--- src/rtl/prog_counter_pkg.sv ---
// Shared types for the programmable counter: operating modes and one-shot FSM states.
package prog_counter_pkg;

    typedef enum logic [1:0] {
        WRAP    = 2'd0,
        SAT     = 2'd1,
        ONESHOT = 2'd2
    } mode_e;

    typedef enum logic [1:0] {
        IDLE = 2'd0,
        RUN  = 2'd1,
        DONE = 2'd2
    } state_e;

endpackage

--- src/rtl/prog_counter_tick_prescaler.sv ---
// Divides enabled cycles down to one tick every prescale_i+1 enabled cycles.
module tick_prescaler #(
    parameter int PRESCALE_W = 8
) (
    input  logic                  clk_i,
    input  logic                  rstn_i,
    input  logic                  clear_i,
    input  logic                  enable_i,
    input  logic [PRESCALE_W-1:0] prescale_i,
    output logic                  tick_o
);

    logic [PRESCALE_W-1:0] pre_q;

    assign tick_o = enable_i && (pre_q == prescale_i);

    // Disabled cycles hold pre_q, so gaps in enable_i keep the tick phase.
    always_ff @(posedge clk_i) begin
        if (!rstn_i || clear_i) begin
            pre_q <= '0;
        end else if (enable_i) begin
            pre_q <= tick_o ? '0 : pre_q + PRESCALE_W'(1);
        end
    end

endmodule

--- src/rtl/prog_counter.sv ---
// Up/down counter with wrap, saturate and one-shot modes, prescaled tick and sticky overflow.
module prog_counter
    import prog_counter_pkg::*;
#(
    parameter int WIDTH      = 16,
    parameter int PRESCALE_W = 8
) (
    input  logic                  clk_i,
    input  logic                  rstn_i,
    input  logic                  clear_i,
    input  logic                  enable_i,
    input  logic                  load_i,
    input  logic [WIDTH-1:0]      load_val_i,
    input  logic                  up_i,
    input  logic [WIDTH-1:0]      limit_i,
    input  logic [1:0]            mode_i,
    input  logic [PRESCALE_W-1:0] prescale_i,
    output logic [WIDTH-1:0]      count_o,
    output logic                  tc_o,
    output logic                  ovf_o,
    output logic                  busy_o
);

    function automatic logic [WIDTH-1:0] clip_to_limit(input logic [WIDTH-1:0] val,
                                                       input logic [WIDTH-1:0] lim);
        return (val > lim) ? lim : val;
    endfunction

    logic             tick;
    logic             pre_clear;
    logic             is_sat;
    logic             is_oneshot;
    logic             boundary;
    logic [WIDTH-1:0] step_val;
    logic [WIDTH-1:0] clamp_val;
    logic [WIDTH-1:0] wrap_val;
    state_e           state;

    // A load restarts the prescaler phase as well as the count.
    assign pre_clear = clear_i || load_i;

    tick_prescaler #(
        .PRESCALE_W(PRESCALE_W)
    ) u_tick_prescaler (
        .clk_i     (clk_i),
        .rstn_i    (rstn_i),
        .clear_i   (pre_clear),
        .enable_i  (enable_i),
        .prescale_i(prescale_i),
        .tick_o    (tick)
    );

    assign is_sat     = (mode_i == SAT);
    assign is_oneshot = (mode_i == ONESHOT);
    assign boundary   = up_i ? (count_o >= limit_i) : (count_o == '0);
    assign step_val   = up_i ? count_o + WIDTH'(1) : count_o - WIDTH'(1);
    assign clamp_val  = up_i ? limit_i : '0;
    assign wrap_val   = up_i ? '0 : limit_i;

    always_ff @(posedge clk_i) begin
        if (!rstn_i || clear_i) begin
            count_o <= '0;
            tc_o    <= 1'b0;
            ovf_o   <= 1'b0;
            busy_o  <= 1'b0;
            state   <= IDLE;
        end else if (load_i) begin
            count_o <= clip_to_limit(load_val_i, limit_i);
            tc_o    <= 1'b0;
            state   <= is_oneshot ? RUN : IDLE;
            busy_o  <= is_oneshot;
        end else begin
            tc_o <= 1'b0;
            if (!is_oneshot) begin
                state  <= IDLE;
                busy_o <= 1'b0;
            end
            if (tick) begin
                if (is_oneshot) begin
                    // Only a running one-shot moves; IDLE and DONE hold the count.
                    if (state == RUN) begin
                        if (boundary) begin
                            count_o <= clamp_val;
                            tc_o    <= 1'b1;
                            ovf_o   <= 1'b1;
                            state   <= DONE;
                            busy_o  <= 1'b0;
                        end else begin
                            count_o <= step_val;
                        end
                    end
                end else if (boundary) begin
                    count_o <= is_sat ? clamp_val : wrap_val;
                    tc_o    <= 1'b1;
                    ovf_o   <= 1'b1;
                end else begin
                    count_o <= step_val;
                end
            end
        end
    end

endmodule
--- config.mk ---
export PLATFORM = sky130hd
export DESIGN_NAME = prog_counter
export DESIGN_NICKNAME = d
export VERILOG_FILES = /design/src/rtl/prog_counter_pkg.sv /design/src/rtl/prog_counter_tick_prescaler.sv /design/src/rtl/prog_counter.sv
export SDC_FILE = /design/constraint.sdc
export NUM_CORES = 1
export LEC_CHECK = 0
export CAP_MARGIN = 20
export CORE_MARGIN = 3
export CORE_UTILIZATION = 57
export DETAILED_ROUTE_END_ITERATION = 10
export PLACE_DENSITY = 0.95
export SLEW_MARGIN = 20
export SYNTH_ARGS = -nofsm -noshare
export SYNTH_HDL_FRONTEND = slang
export SYNTH_HIERARCHICAL = 1
export SYNTH_SLANG_ARGS = --single-unit
--- constraint.sdc ---
create_clock -name clk_i -period 6.4 [get_ports clk_i]
set_input_delay 0.64 -clock clk_i [delete_from_list [all_inputs] [get_ports clk_i]]
set_output_delay 0.64 -clock clk_i [all_outputs]
set_load 0.01 [all_outputs]
==> impl_results.md, run 1 <==
* First-pass iteration count of the detailed router at 6
* YS warnings at 6
* LEAKAGE at 1.65 nW
* Post-synthesis mux area share at 5.23%
* Core Area at 5340 um2
* Total global-route track usage at 32.1%
* Cell Int Power at 0.000368 W
* WP depth at 11
* Worst R2R Path Depth at 10
* Count of input and output buffers at 66
* Nets@finish at 562
* Total gr overflow at 0
* Minimum clock period at 3.37 ns
* Critical setup path kind: in -> reg
* Pwr Density at 145 nW/um2
* Crit path max-delay family: compound AO/OA/AOI/OAI gates
* Post-synth cell types at 64
* Status: finished, final reports clean
* Post-synthesis compound-gate area fraction at 24.5%
* Post-cts resize count at 0
* #FFs+latches synth at 29
* Rows at 26
* Vias in the first global route at 3407
* Clock sink count at 29
* Via-to-Cell Ratio at 6.53
* Most frequent cells in the layout: clkdlybuf4s50_1 (66), ha_1 (47), nor2_1 (44), nand2_1 (35)
* Clock-pin slew on the worst setup and hold paths at 0.06 ns
* First-pass GRT wire length at 16600 um
* Utilization after layout at 76.1%
* # Post-CTS Setup Buffers at 0
* Share of power burned in registers at 33.6%
* Post-CTS Hold Fix Bufs at 0
* Most used cell, CP: o31ai_4
* Endpoint type of the worst setup path: register
* Hold path cells at 1
* Largest family of logic cells by synthesized area: compound AO/OA/AOI/OAI gates
* Fillers at 381
* Final GP Congestion at 0.935
* Multi-input logic area at 2540 um2
* CTS Buf Count at 5
* Clk pwr share at 26.0%
* Synthesized instance count at 402
* TNS Setup at 0 ns
* Crit path cell chain: clkdlybuf4s50_1 > inv_1 > ha_1 > o21a_1 > o21ai_1 > o31ai_4 > o31ai_4 > o21bai_1 > a21oi_1 > xor2_1 > o22ai_1
* Comb pwr share at 40.4%
* XOR/XNOR Fraction of Synth Area at 8.79%
* Async SR Flop Fraction at 0%
* Post-Synth Simple-Gate Area at 20.6%
* Final Routed Wirelength at 10400 um
* DRC at 0
* Hold Violations, Final at 0
* WP buf/inv at 2
* ANT cells at 0
* Post-route ant nets at 0
* Htree depth at 2
* Adder-cell area share of the yosys netlist at 18.6%
* CP Max Fanout at 16
* Total number of vias at 3509
* Post-synth EDFFs at 0
* P_sw at 0.000219 W
* Layout cells sized above 1 at 7.07%
* Worst Hold Class: reg -> reg
* Max Fclk at 297 MHz
* Mean post-synth cell area at 8.15 um2
* Syn_nets at 498
* Synth Flop Type: dfxtp_1
* Final Max Tran Viols at 0
* RSZ-0062 raised after global routing: false
* Die area at 6690 um2
* # setup viols final at 0
* Worst-margin pin slew at 1.04 ns
* Die W at 81.8 um
* Sw frac at 37.3%
* Sequential Area at 581 um2
* Clock Tree Buf Depth at 2
* Max VDD drop at 91.3 uV
* Slowest library cell on the worst path: inv_1
* Skew-Pair Late Insertion Delay at 0.28 ns
* Die H at 81.8 um
* TritonCTS clock tree: yes
* WP data required at 6.56 ns
* Area growth syn-to-layout at 23.9%
* I/O Pins at 67
* DPL Wire Length at 8330 um
* Initial DRC count at 379
* Clock skew at 0.00861 ns
* Critical path's largest stage delay at 0.54 ns
* Final Cycle Share at 52.7%
* Initial Util at 61.4%
* Antenna violations before repair at 0
* Root buf cell: clkbuf_8
* MaxCap Viol Count at 0
* Startpoint types: input port
* Critical path arrival at 3.54 ns
* Most common cell after layout, fill and taps aside: clkdlybuf4s50_1
* Slew headroom at 30.6%
* Post-Syn Area at 3280 um2
* Largest net degree at the start of global routing at 29
* Sequential cell area fraction in the yosys report at 17.7%
* Drt wl/cell at 19.4 um
[synth_stat cells, types with 3 or more instances]
master / instances / share of area [%]
ha_1: 47 / 18
a21oi_1: 29 / 4.4
nand2b_1: 5 / 0.95
xnor2_1: 24 / 6.4
o31ai_1: 3 / 0.69
xor2_1: 7 / 1.9
o21ai_1: 3 / 0.46
mux2i_1: 16 / 4.9
o221ai_1: 3 / 0.80
o21bai_1: 6 / 1.4
o32ai_1: 7 / 1.9
nand2_1: 35 / 4.0
o21ai_0: 11 / 1.7
nor2b_1: 4 / 0.76
nand3_1: 4 / 0.61
nor4_1: 6 / 1.1
nor3_1: 11 / 1.7
o21a_1: 3 / 0.69
a21o_1: 6 / 1.4
nand4_1: 7 / 1.3
nand4b_1: 3 / 0.80
nor2_1: 44 / 5.0
a211oi_1: 11 / 2.5
dfxtp_1: 29 / 18
o211ai_1: 4 / 0.92
clkbuf_1: 5 / 0.57
inv_1: 25 / 2.9
[state kept, by name (all words and copies together), names as in the netlist]
| register | flops |
|---|---|
| u_tick_prescaler/pre_q | 8 |
| count_o | 16 |
| busy_o | 1 |
| state | 2 |
| ovf_o | 1 |
| tc_o | 1 |
[worst paths after layout]
kind,startpoint,endpoint,slack [ns]
worst max-delay path,up_i,count_o[13]$_SDFFE_PP0P_,3.03
worst min-delay path,ovf_o$_SDFFE_PP0P_,ovf_o$_SDFFE_PP0P_,0.49
worst max register to register,count_o[0]$_SDFFE_PP0P_,count_o[0]$_SDFFE_PP0P_,3.43
worst min register to register,ovf_o$_SDFFE_PP0P_,ovf_o$_SDFFE_PP0P_,0.49
[logic make-up (layout without fill, tap and decap cells)]
| group | count (synthesis) | count (layout) |
|---|---|---|
| simple gates | 134 | 134 |
| compound gates | 107 | 107 |
| fa+ha+maj | 48 | 48 |
| buf+inv | 35 | 100 |
| xor+xnor | 32 | 32 |
| flops | 29 | 29 |
| mux | 17 | 17 |
[layout make-up]
cell class                 instances  share of cell area, %
multi-input combinational        338                   62.7
timing repair buffer              67                   16.5
sequential                        29                   14.3
inverter                          25                   2.31
tap                               70                   2.16
clock buffer                       5                   1.69
clock inverter                     3                  0.431
[per-layer routing]
layer	track usage (%)	routed length (um)	up-vias
li1	-	-	1619
met1	43.3	4270	1607
met2	50.2	4760	230
met3	4.50	993	53
met4	15.0	405	0
met5	0	0	-
[power groups by stage]
stage | Clock (W) | Combinational, W | Sequential, W
2_1_floorplan | 0 | 0.000151 | 0.000198
3_3_place_gp | 0 | 0.000220 | 0.000200
3_5_place_dp | 0 | 0.000230 | 0.000200
4_1_cts | 0.000149 | 0.000232 | 0.000196
5_1_grt | 0.000157 | 0.000255 | 0.000197
6_report | 0.000153 | 0.000238 | 0.000197
[through the flow]
stage | setup WS (ns) | instances | power (W) | hold slack (ns) | cell area (um2)
after detailed placement | 2.78 | 529 | 0.000430 | 0.466 | 3970
final | 3.03 | 537 | 0.000588 | 0.491 | 4060
after global placement | 2.89 | 529 | 0.000419 | 0.455 | 3970
after floorplan | 3.67 | 402 | 0.000349 | 0.493 | 3280
after CTS | 3.06 | 537 | 0.000577 | 0.487 | 4060
after global routing | 2.74 | 537 | 0.000609 | 0.500 | 4060
[worst reg2reg max path, cell delays in order, from the launching register on]
cell,delay [ns]
dfxtp_1,0.60
inv_1,0.11
ha_1,0.30
nor3b_1,0.25
o21ai_0,0.16
nand4b_1,0.14
o211ai_2,0.17
nor2_4,0.51
nor2_1,0.11
a2111oi_0,0.39
a211oi_1,0.09
Power figures use the tool's default switching activity.
==> run 2, diff against run 1 <==
- CORE_UTILIZATION: 57 -> 48
- PLACE_DENSITY: 0.95 -> 0.89
- clock period: 6.4 -> 2.7 ns (I/O delays scaled with it)
==> impl_results.md, run 2 (synthesis results as in run 1) <==
* Status: finished, final reports clean
* DPL Wire Length at 8790 um
* Worst-margin pin slew at 0.704 ns
* Clock Tree Buf Depth at 2
* Highest routed layer: met4
* # setup viols final at 0
* Die H at 88.6 um
* Critical setup path kind: in -> reg
* Drt wl/cell at 18.3 um
* Vias in the first global route at 3583
* Initial Util at 50.4%
* WP data required at 2.88 ns
* Total global-route track usage at 28.3%
* Final Routed Wirelength at 10800 um
* WP buf/inv at 4
* CP Max Fanout at 7
* Slowest library cell on the worst path: ha_1
* Pwr Density at 367 nW/um2
* TNS Setup at 0 ns
* Max VDD drop at 212 uV
* Root buf cell: clkbuf_8
* Biggest register: count_o
* First-pass GRT wire length at 17400 um
* Clock-pin slew on the worst setup and hold paths at 0.07 ns
* Worst Hold Class: reg -> reg
* Final Max Tran Viols at 0
* Regs by FF count: count_o x16, u_tick_prescaler/pre_q x8, state x2
* I/O Pins at 67
* R2r setup slk at 0.22 ns
* Endpoint type of the worst setup path: register
* Metal1 wirelength at 4480 um
* Nets@finish at 607
* Hold Violations, Final at 0
* Final GP Congestion at 0.931
* Initial DRC count at 385
* Total gr overflow at 0
* Most common cell after layout, fill and taps aside: clkdlybuf4s50_1
* Clock sink count at 29
* Core Area at 6490 um2
* LEAKAGE at 1.90 nW
* Htree depth at 2
* CTS Buf Count at 5
* Post-route ant nets at 0
* Crit path cell chain: dlygate4sd2_1 > clkinvlp_4 > buf_4 > buf_4 > ha_1 > a21o_1 > a21oi_1 > o21ai_0 > o21bai_1 > xnor2_1 > a21oi_1 > o32ai_1
* MaxCap Viol Count at 0
* Die area at 7850 um2
* Minimum clock period at 2.58 ns
* Clock skew at 0.00899 ns
* Area growth syn-to-layout at 37.2%
* DRC at 0
* Most frequent cells in the layout: clkdlybuf4s50_1 (65), ha_1 (47), buf_4 (45), nor2_1 (44), nand2_1 (35)
* Metal3 WL at 779 um
* Count of input and output buffers at 66
* Largest net degree at the start of global routing at 22
* Critical path's largest stage delay at 0.34 ns
* DR WL met2 at 5090 um
* Max reg flops at 16
* Slew headroom at 52.8%
* First-pass iteration count of the detailed router at 5
* Post-CTS Hold Fix Bufs at 0
* TritonCTS clock tree: yes
* Via-to-Cell Ratio at 6.19
* Utilization after layout at 69.2%
* Final Cycle Share at 95.4%
* Cell total after placement at 578
* RSZ-0062 raised after global routing: false
* Die W at 88.6 um
* Fillers at 480
* Max Fclk at 388 MHz
* Antenna violations before repair at 0
* Power Total at 0.00165 W
* Final instance count without filler cells at 589
* Skew-Pair Late Insertion Delay at 0.29 ns
* Crit path max-delay family: compound AO/OA/AOI/OAI gates
* Layout cells sized above 1 at 16.4%
* ANT cells at 0
* Critical path arrival at 2.75 ns
* Rows at 29
* Startpoint types: input port
* Total number of vias at 3644
run 2: changes by cell type in the layout (fill, tap and decap cells not counted), sizes merged:
cell and change:
buf +45, bufinv +2, clkdlybuf4s50 -1, clkinv -1
dlygate4sd2 +1, inv -1
run 2: worst reg2reg max path: cells and delay by family, from the launching register on:
kind                     cells  cell delay, ns
AO/OA/AOI/OAI                4            0.66
adder cells (fa/ha/maj)      1            0.28
buffers and inverters        2            0.27
flip-flops                   1            0.59
AND/OR/NAND/NOR              4            0.56
run 2: final timing paths:
path                                               from  cells after the start                        to
worst min register to register       ovf_o$_SDFFE_PP0P_                      1        ovf_o$_SDFFE_PP0P_
worst min-delay path                 ovf_o$_SDFFE_PP0P_                      1        ovf_o$_SDFFE_PP0P_
worst max-delay path                               up_i                     12  count_o[14]$_SDFFE_PP0P_
worst max register to register  count_o[0]$_SDFFE_PP0P_                     11   count_o[5]$_SDFFE_PP0P_
run 2: timing repair:
action	in CTS	in global routing
endpoints found under the setup margin	2	2
resized for setup	5	2
buffers inserted	3	0
run 2: layer usage:
metal	up-vias	global-route usage (%)
met5	-	0
met4	0	13.0
met3	43	3.35
met2	199	48.2
met1	1704	35.7
li1	1698	-
run 2: power breakdown:
| part | internal (W) | leakage [nW] | switching, W | total, W |
|---|---|---|---|---|
| combinational | 0.000316 | 1.60 | 0.000324 | 0.000639 |
| sequential | 0.000440 | 0.235 | 0.0000262 | 0.000466 |
| clock | 0.000366 | 0.0681 | 0.000179 | 0.000545 |
run 2: layout make-up:
| type | instances | area [um2] | area share [%] |
|---|---|---|---|
| timing repair buffer | 112 | 1020 | 22.6 |
| clock buffer | 5 | 68.8 | 1.53 |
| multi-input combinational | 338 | 2570 | 57.2 |
| inverter | 25 | 97.6 | 2.17 |
| sequential | 29 | 581 | 12.9 |
| clock inverter | 3 | 65.1 | 1.45 |
| tap | 77 | 96.3 | 2.14 |
run 2: stage by stage:
step | hold WS (ns) | setup slack (ns) | area [um2]
finish | 0.481 | 0.123 | 4500
global route | 0.506 | 0.00729 | 4500
CTS | 0.477 | 0.134 | 4490
detailed placement | 0.461 | -0.412 | 4310
global placement | 0.455 | -0.181 | 4310
floorplan | 0.393 | 0.344 | 3280
